File: src/rtl/alu_pkg.sv
// Shared op codes and shifter mode encoding for the alu_32 execute-stage ALU.
package alu_pkg;

  typedef logic [3:0] alu_op_t;

  localparam alu_op_t ALU_AND  = 4'b0000;
  localparam alu_op_t ALU_OR   = 4'b0001;
  localparam alu_op_t ALU_ADD  = 4'b0010;
  localparam alu_op_t ALU_XOR  = 4'b0011;
  localparam alu_op_t ALU_SUB  = 4'b0100;
  localparam alu_op_t ALU_NOR  = 4'b0101;
  localparam alu_op_t ALU_SLT  = 4'b0110;
  localparam alu_op_t ALU_SLTU = 4'b0111;
  localparam alu_op_t ALU_SLL  = 4'b1000;
  localparam alu_op_t ALU_SRL  = 4'b1001;
  localparam alu_op_t ALU_SRA  = 4'b1010;
  localparam alu_op_t ALU_LUI  = 4'b1011;

  typedef enum logic [1:0] {
    SH_SLL = 2'd0,
    SH_SRL = 2'd1,
    SH_SRA = 2'd2
  } shift_t;

endpackage

File: src/rtl/alu_32_if.sv
// Operand/result bundle between the execute stage and alu_32.
// The ovf signal exists only when ALU_OVERFLOW_EN is defined.
interface alu_32_if
  import alu_pkg::*;
#(
  parameter int WIDTH = 32
);

  logic [WIDTH-1:0] a;
  logic [WIDTH-1:0] b;
  alu_op_t          op;
  logic [WIDTH-1:0] result;
  logic             zero;
`ifdef ALU_OVERFLOW_EN
  logic             ovf;

  modport master (output a, output b, output op, input result, input zero, input ovf);
  modport slave  (input a, input b, input op, output result, output zero, output ovf);
`else
  modport master (output a, output b, output op, input result, input zero);
  modport slave  (input a, input b, input op, output result, output zero);
`endif

endinterface

File: src/rtl/alu_shifter.sv
// Combinational barrel shifter for SLL/SRL/SRA; only the low $clog2(WIDTH) bits
// of the shift amount are seen here.
module alu_shifter
  import alu_pkg::*;
#(
  parameter int WIDTH = 32,
  localparam int SHW  = $clog2(WIDTH)
) (
  input  logic [WIDTH-1:0] a,
  input  logic [SHW-1:0]   shamt,
  input  shift_t           mode,
  output logic [WIDTH-1:0] y
);

  always_comb begin
    y = a;
    case (mode)
      SH_SLL:  y = a << shamt;
      SH_SRL:  y = a >> shamt;
      SH_SRA:  y = $unsigned($signed(a) >>> shamt);
      default: y = a;
    endcase
  end

endmodule

File: src/rtl/alu_32.sv
// Registered integer ALU (1-cycle latency) with zero flag for branch-equal.
// Define ALU_OVERFLOW_EN to add the registered signed-overflow flag ovf.
module alu_32
  import alu_pkg::*;
#(
  parameter int WIDTH = 32
) (
  input logic   clk,
  input logic   rst,
  alu_32_if.slave bus
);

  localparam int SHW = $clog2(WIDTH);
  localparam int MSB = WIDTH - 1;

  logic [WIDTH-1:0] b_eff;
  logic [WIDTH-1:0] sum;
  logic [WIDTH-1:0] shift_y;
  logic [WIDTH-1:0] next_result;
  logic             is_sub;
  logic             slt_s;
  logic             slt_u;
  shift_t           shift_mode;

  logic [WIDTH-1:0] result_q;
  logic             zero_q;

  // One adder serves ADD and SUB: subtraction is a + ~b + 1.
  assign is_sub = (bus.op == ALU_SUB);
  assign b_eff  = is_sub ? ~bus.b : bus.b;
  assign sum    = bus.a + b_eff + {{(WIDTH-1){1'b0}}, is_sub};
  assign slt_s  = ($signed(bus.a) < $signed(bus.b));
  assign slt_u  = (bus.a < bus.b);

  always_comb begin
    shift_mode = SH_SLL;
    if (bus.op == ALU_SRL) shift_mode = SH_SRL;
    else if (bus.op == ALU_SRA) shift_mode = SH_SRA;
  end

  alu_shifter #(.WIDTH(WIDTH)) u_shifter (
    .a     (bus.a),
    .shamt (bus.b[SHW-1:0]),
    .mode  (shift_mode),
    .y     (shift_y)
  );

  always_comb begin
    next_result = '0;
    case (bus.op)
      ALU_AND:  next_result = bus.a & bus.b;
      ALU_OR:   next_result = bus.a | bus.b;
      ALU_ADD:  next_result = sum;
      ALU_XOR:  next_result = bus.a ^ bus.b;
      ALU_SUB:  next_result = sum;
      ALU_NOR:  next_result = ~(bus.a | bus.b);
      ALU_SLT:  next_result = {{(WIDTH-1){1'b0}}, slt_s};
      ALU_SLTU: next_result = {{(WIDTH-1){1'b0}}, slt_u};
      ALU_SLL,
      ALU_SRL,
      ALU_SRA:  next_result = shift_y;
      ALU_LUI:  next_result = bus.b << 16;
      default:  next_result = '0;
    endcase
  end

  // zero is taken from the value being registered, so it always matches result.
  always_ff @(posedge clk) begin
    if (rst) begin
      result_q <= '0;
      zero_q   <= 1'b1;
    end else begin
      result_q <= next_result;
      zero_q   <= (next_result == '0);
    end
  end

  assign bus.result = result_q;
  assign bus.zero   = zero_q;

`ifdef ALU_OVERFLOW_EN
  logic ovf_next;
  logic ovf_q;

  // With b already inverted for SUB, both cases reduce to the ADD overflow rule.
  assign ovf_next = ((bus.op == ALU_ADD) || is_sub) &&
                    (bus.a[MSB] == b_eff[MSB]) && (sum[MSB] != bus.a[MSB]);

  always_ff @(posedge clk) begin
    if (rst) ovf_q <= 1'b0;
    else     ovf_q <= ovf_next;
  end

  assign bus.ovf = ovf_q;
`endif

endmodule

File: src/flat_wrapper.sv
// flat-port wrapper written by rule: the top's interface ports become plain ports
module alu_32_flat import alu_pkg::*;
#(
  parameter int WIDTH = 32
)
  (clk, rst, bus_a, bus_b, bus_op, bus_result, bus_zero);
  alu_32_if #(.WIDTH(WIDTH)) bus_i ();
  input logic clk;
  input logic rst;
  input wire logic [$bits(bus_i.a)-1:0] bus_a;
  input wire logic [$bits(bus_i.b)-1:0] bus_b;
  input wire logic [$bits(bus_i.op)-1:0] bus_op;
  output wire logic [$bits(bus_i.result)-1:0] bus_result;
  output wire logic [$bits(bus_i.zero)-1:0] bus_zero;
  assign bus_i.a = bus_a;
  assign bus_i.b = bus_b;
  assign bus_i.op = bus_op;
  assign bus_result = bus_i.result;
  assign bus_zero = bus_i.zero;
  alu_32 #(.WIDTH(WIDTH)) u_core (.clk(clk), .rst(rst), .bus(bus_i));
endmodule
File: config.mk
export PLATFORM = sky130hd
export DESIGN_NAME = alu_32_flat
export DESIGN_NICKNAME = d
export VERILOG_FILES = /design/src/rtl/alu_pkg.sv /design/src/rtl/alu_32_if.sv /design/src/rtl/alu_shifter.sv /design/src/rtl/alu_32.sv /design/src/flat_wrapper.sv
export SDC_FILE = /design/constraint.sdc
export NUM_CORES = 1
export LEC_CHECK = 0
export CORE_ASPECT_RATIO = 0.8
export CORE_MARGIN = 10
export CORE_UTILIZATION = 55
export CTS_BUF_LIST = sky130_fd_sc_hd__clkbuf_8
export CTS_CLUSTER_SIZE = 24
export DETAILED_ROUTE_END_ITERATION = 10
export PLACE_DENSITY_LB_ADDON = 0.25
export SYNTH_ARGS = -nofsm -noshare
export SYNTH_HDL_FRONTEND = slang
export SYNTH_HIERARCHICAL = 1
export SYNTH_SLANG_ARGS = --single-unit
File: constraint.sdc
create_clock -name clk -period 6.9 [get_ports clk]
set_input_delay 1.38 -clock clk [delete_from_list [all_inputs] [get_ports clk]]
set_output_delay 1.38 -clock clk [all_outputs]
set_load 0.005 [all_outputs]
==> key figures <==
Status
  • Outcome: finished clean

Die
  • Chip Width: 175 um
  • Rows: 45
  • Initial Utilization: 0.558
  • Die height: 144 um
  • Core Region: 19000 sq um
  • Die ar.: 25300 sq um
  • # IOs: 103

Synth
  • Synth area leaders: ha_1 16%, mux4_2 11%, dfxtp_1 6.2%
  • Synthesized instance count: 1410
  • Ys async rst share: 0
  • Area leader, netlist: ha_1
  • Commonest cells in the netlist: 173 x nor2_1, 133 x ha_1, 111 x a21oi_1, 111 x nand2_1, 87 x inv_1
  • Synth cell types: 87
  • Syn. warnings: 6
  • Cell with the most instances after synthesis: nor2_1
  • Synth Area per Inst: 7.52 sq um
  • Primary FF master, synth: dfxtp_1
  • Seq/Total Area, Yosys: 0.0623
  • Area of the mapped netlist: 10600 sq um
  • Share of the synthesized area in the top cell type: 0.157
  • Yosys reg bits: 33
  • Synthesized Nets: 1614
  • Post-synth EDFFs: 0

Global route
  • Number of global-route vias before repair: 10982
  • GRT Overall Usage: 0.342
  • First-pass GRT wire length: 67.8 mm
  • Grt ovf: 0
  • Initial antenna violation count: 0
  • Largest net degree at the start of global routing: 72

Pwr
  • Peak supply drop: 0.000119 V
  • PwrDens: 110 nW/um^2
  • Leakage: 5.10 nW

Clocking
  • CTS root buf: clkbuf_8
  • CTS max path bufs: 2
  • Setup bufs post-CTS: 0
  • CTS tree: yes
  • Num CTS Buffers: 5
  • CTS sink count: 33
  • Post_cts resized: 0
  • Clock transition at path regs: 80 ps
  • H-tree depth: 2
  • Hold-fix buffers, CTS: 0

Worst setup path
  • Critical path buffer and inverter count: 3
  • Data arrival, critical path: 6420 ps
  • Crit-path cells: clkdlybuf4s50_1, buf_4, nor4b_4, buf_4, xnor2_1, ha_1, and3b_1, a21o_1, a211oi_1, xnor2_1, a221oi_1, nand2b_1, nor4_1, nand4_1, nor4_1, a41o_1
  • CP Max Fanout: 32
  • CP Capture Type: flip-flop
  • Critical-path top delay cell: a211oi_1
  • Top Family by Delay on Critical Path: simple AND/OR/NAND/NOR gates
  • Delay of the slowest critical-path stage: 640 ps
  • Nature of the critical path startpoint: input pin
  • Critical Path RT: 7130 ps
  • CP Class: in -> reg

Final layout
  • Share of layout cells above drive strength 1: 0.118
  • Nets: 1683
  • Ant. Diodes: 0
  • Cell area after layout: 12000 sq um
  • Area delta synth->final: 12.9%
  • Non-filler cells, final: 1738

Placed design
  • Inst Count DP: 1730
  • DP HPWL: 34.9 mm
  • Placed cell area: 11900 sq um
  • GP Congestion: 1.08
  • Dpl ws: 648 ps
  • Port Buffer Count: 102

Routing
  • Iter 0 DRT Violations: 2300
  • Antenna Nets Post-Route: 0
  • Vias: 12188
  • Pre-antenna DRT Iters: 8
  • Routed Wire Length: 45.4 mm
  • Drc violations: 0
  • Routed len/inst: 26.1 um
  • Avg Vias per Cell: 7.01

STA
  • Slew @ Worst Pin: 1240 ps
  • Finish-stage setup viols: 0
  • Setup TNS: 0 ps
  • Setup WS post-layout: 713 ps
  • Final hold viol count: 0
  • Worst hold slack: 1990 ps
  • Fin crit period: 6190 ps
  • Post-route clock period utilization: 0.897
  • Final slew viol count: 0
  • Max frequency: 0.162 GHz
  • RSZ-0062 raised after global routing: false
  • Worst slew margin: 0.174

Run
  • Max-Cap Viols: 0

Hold path
  • Class of the worst hold path: in -> reg
-- area by class of cell --
class                           count  area [sq um]
Timing Repair Buffer              166          1500
Inverter                           89           337
Tap cell                          258           323
Sequential cell                    33           661
Clock inverter                      3          13.8
Fill cell                        1803          7010
Clock buffer                        5          68.8
Multi-Input combinational cell   1184          9060
-- metrics by stage --
stage | power (mW) | util
final | 1.31 | 0.630
after global routing | 1.38 | 0.630
after CTS | 1.27 | 0.630
after detailed placement | 1.12 | 0.626
after global placement | 1.12 | 0.626
after floorplan | 0.807 | -
-- layout by cell type, fill, tap and decap left out, types with 7 or more instances in the layout --
cell type          n
a31oi_1           14
xnor2_1           49
nor2b_1           16
o21ai_1           17
nor3_1            27
dfxtp_1           33
nor4_1            12
inv_1             88
o22ai_1           13
mux2i_1           50
nand2b_1          12
nand2_1          111
a22o_1             7
nor2_1           173
xor2_1            13
o21ai_0           64
a22oi_1           36
o211ai_1          17
o22a_1             8
buf_4             65
a221o_1            7
nand4_1           11
mux2_2            16
a221oi_1          21
a211oi_1          14
mux4_2            53
clkdlybuf4s50_1   98
a21oi_1          111
a21o_1            17
o21bai_1           8
or3_1              7
ha_1             133
nand3_1           27
and3_1            14
o221ai_1           7
-- path summary, 6_finish.rpt --
path / start / end / depth (start not counted)
setup / recovery: bus_op[2] / u_core/bus.zero$_SDFF_PP1_ / 16
hold / removal: bus_b[3] / u_core/bus.result[3]$_SDFF_PP0_ / 6
-- where the power goes --
group | switching, mW | internal [mW] | total, mW | leakage [nW]
combinational | 0.572 | 0.384 | 0.956 | 4.78
clock | 0.0767 | 0.0685 | 0.145 | 0.0491
sequential | 0.00387 | 0.207 | 0.210 | 0.271
total | 0.652 | 0.659 | 1.31 | 5.10
-- registers in the layout (all words and copies together) (netlist names) --
register,flops
u_core/bus.zero,1
u_core/bus.result,32
-- routing by layer --
metal  global-route usage  routed length, um
met1                0.483              19000
met2                0.489              18100
met3                0.112               6980
met4               0.0824               1310
met5                    0                  0
-- cells by family after synthesis --
family,count (synthesis),share of synthesized area
compound gates,423,0.270
xor+xnor,62,0.0512
fa+ha+maj,134,0.159
buf+inv,193,0.0853
flops,33,0.0623
mux,119,0.177
simple gates,446,0.196
Power figures use the tool's default switching activity.
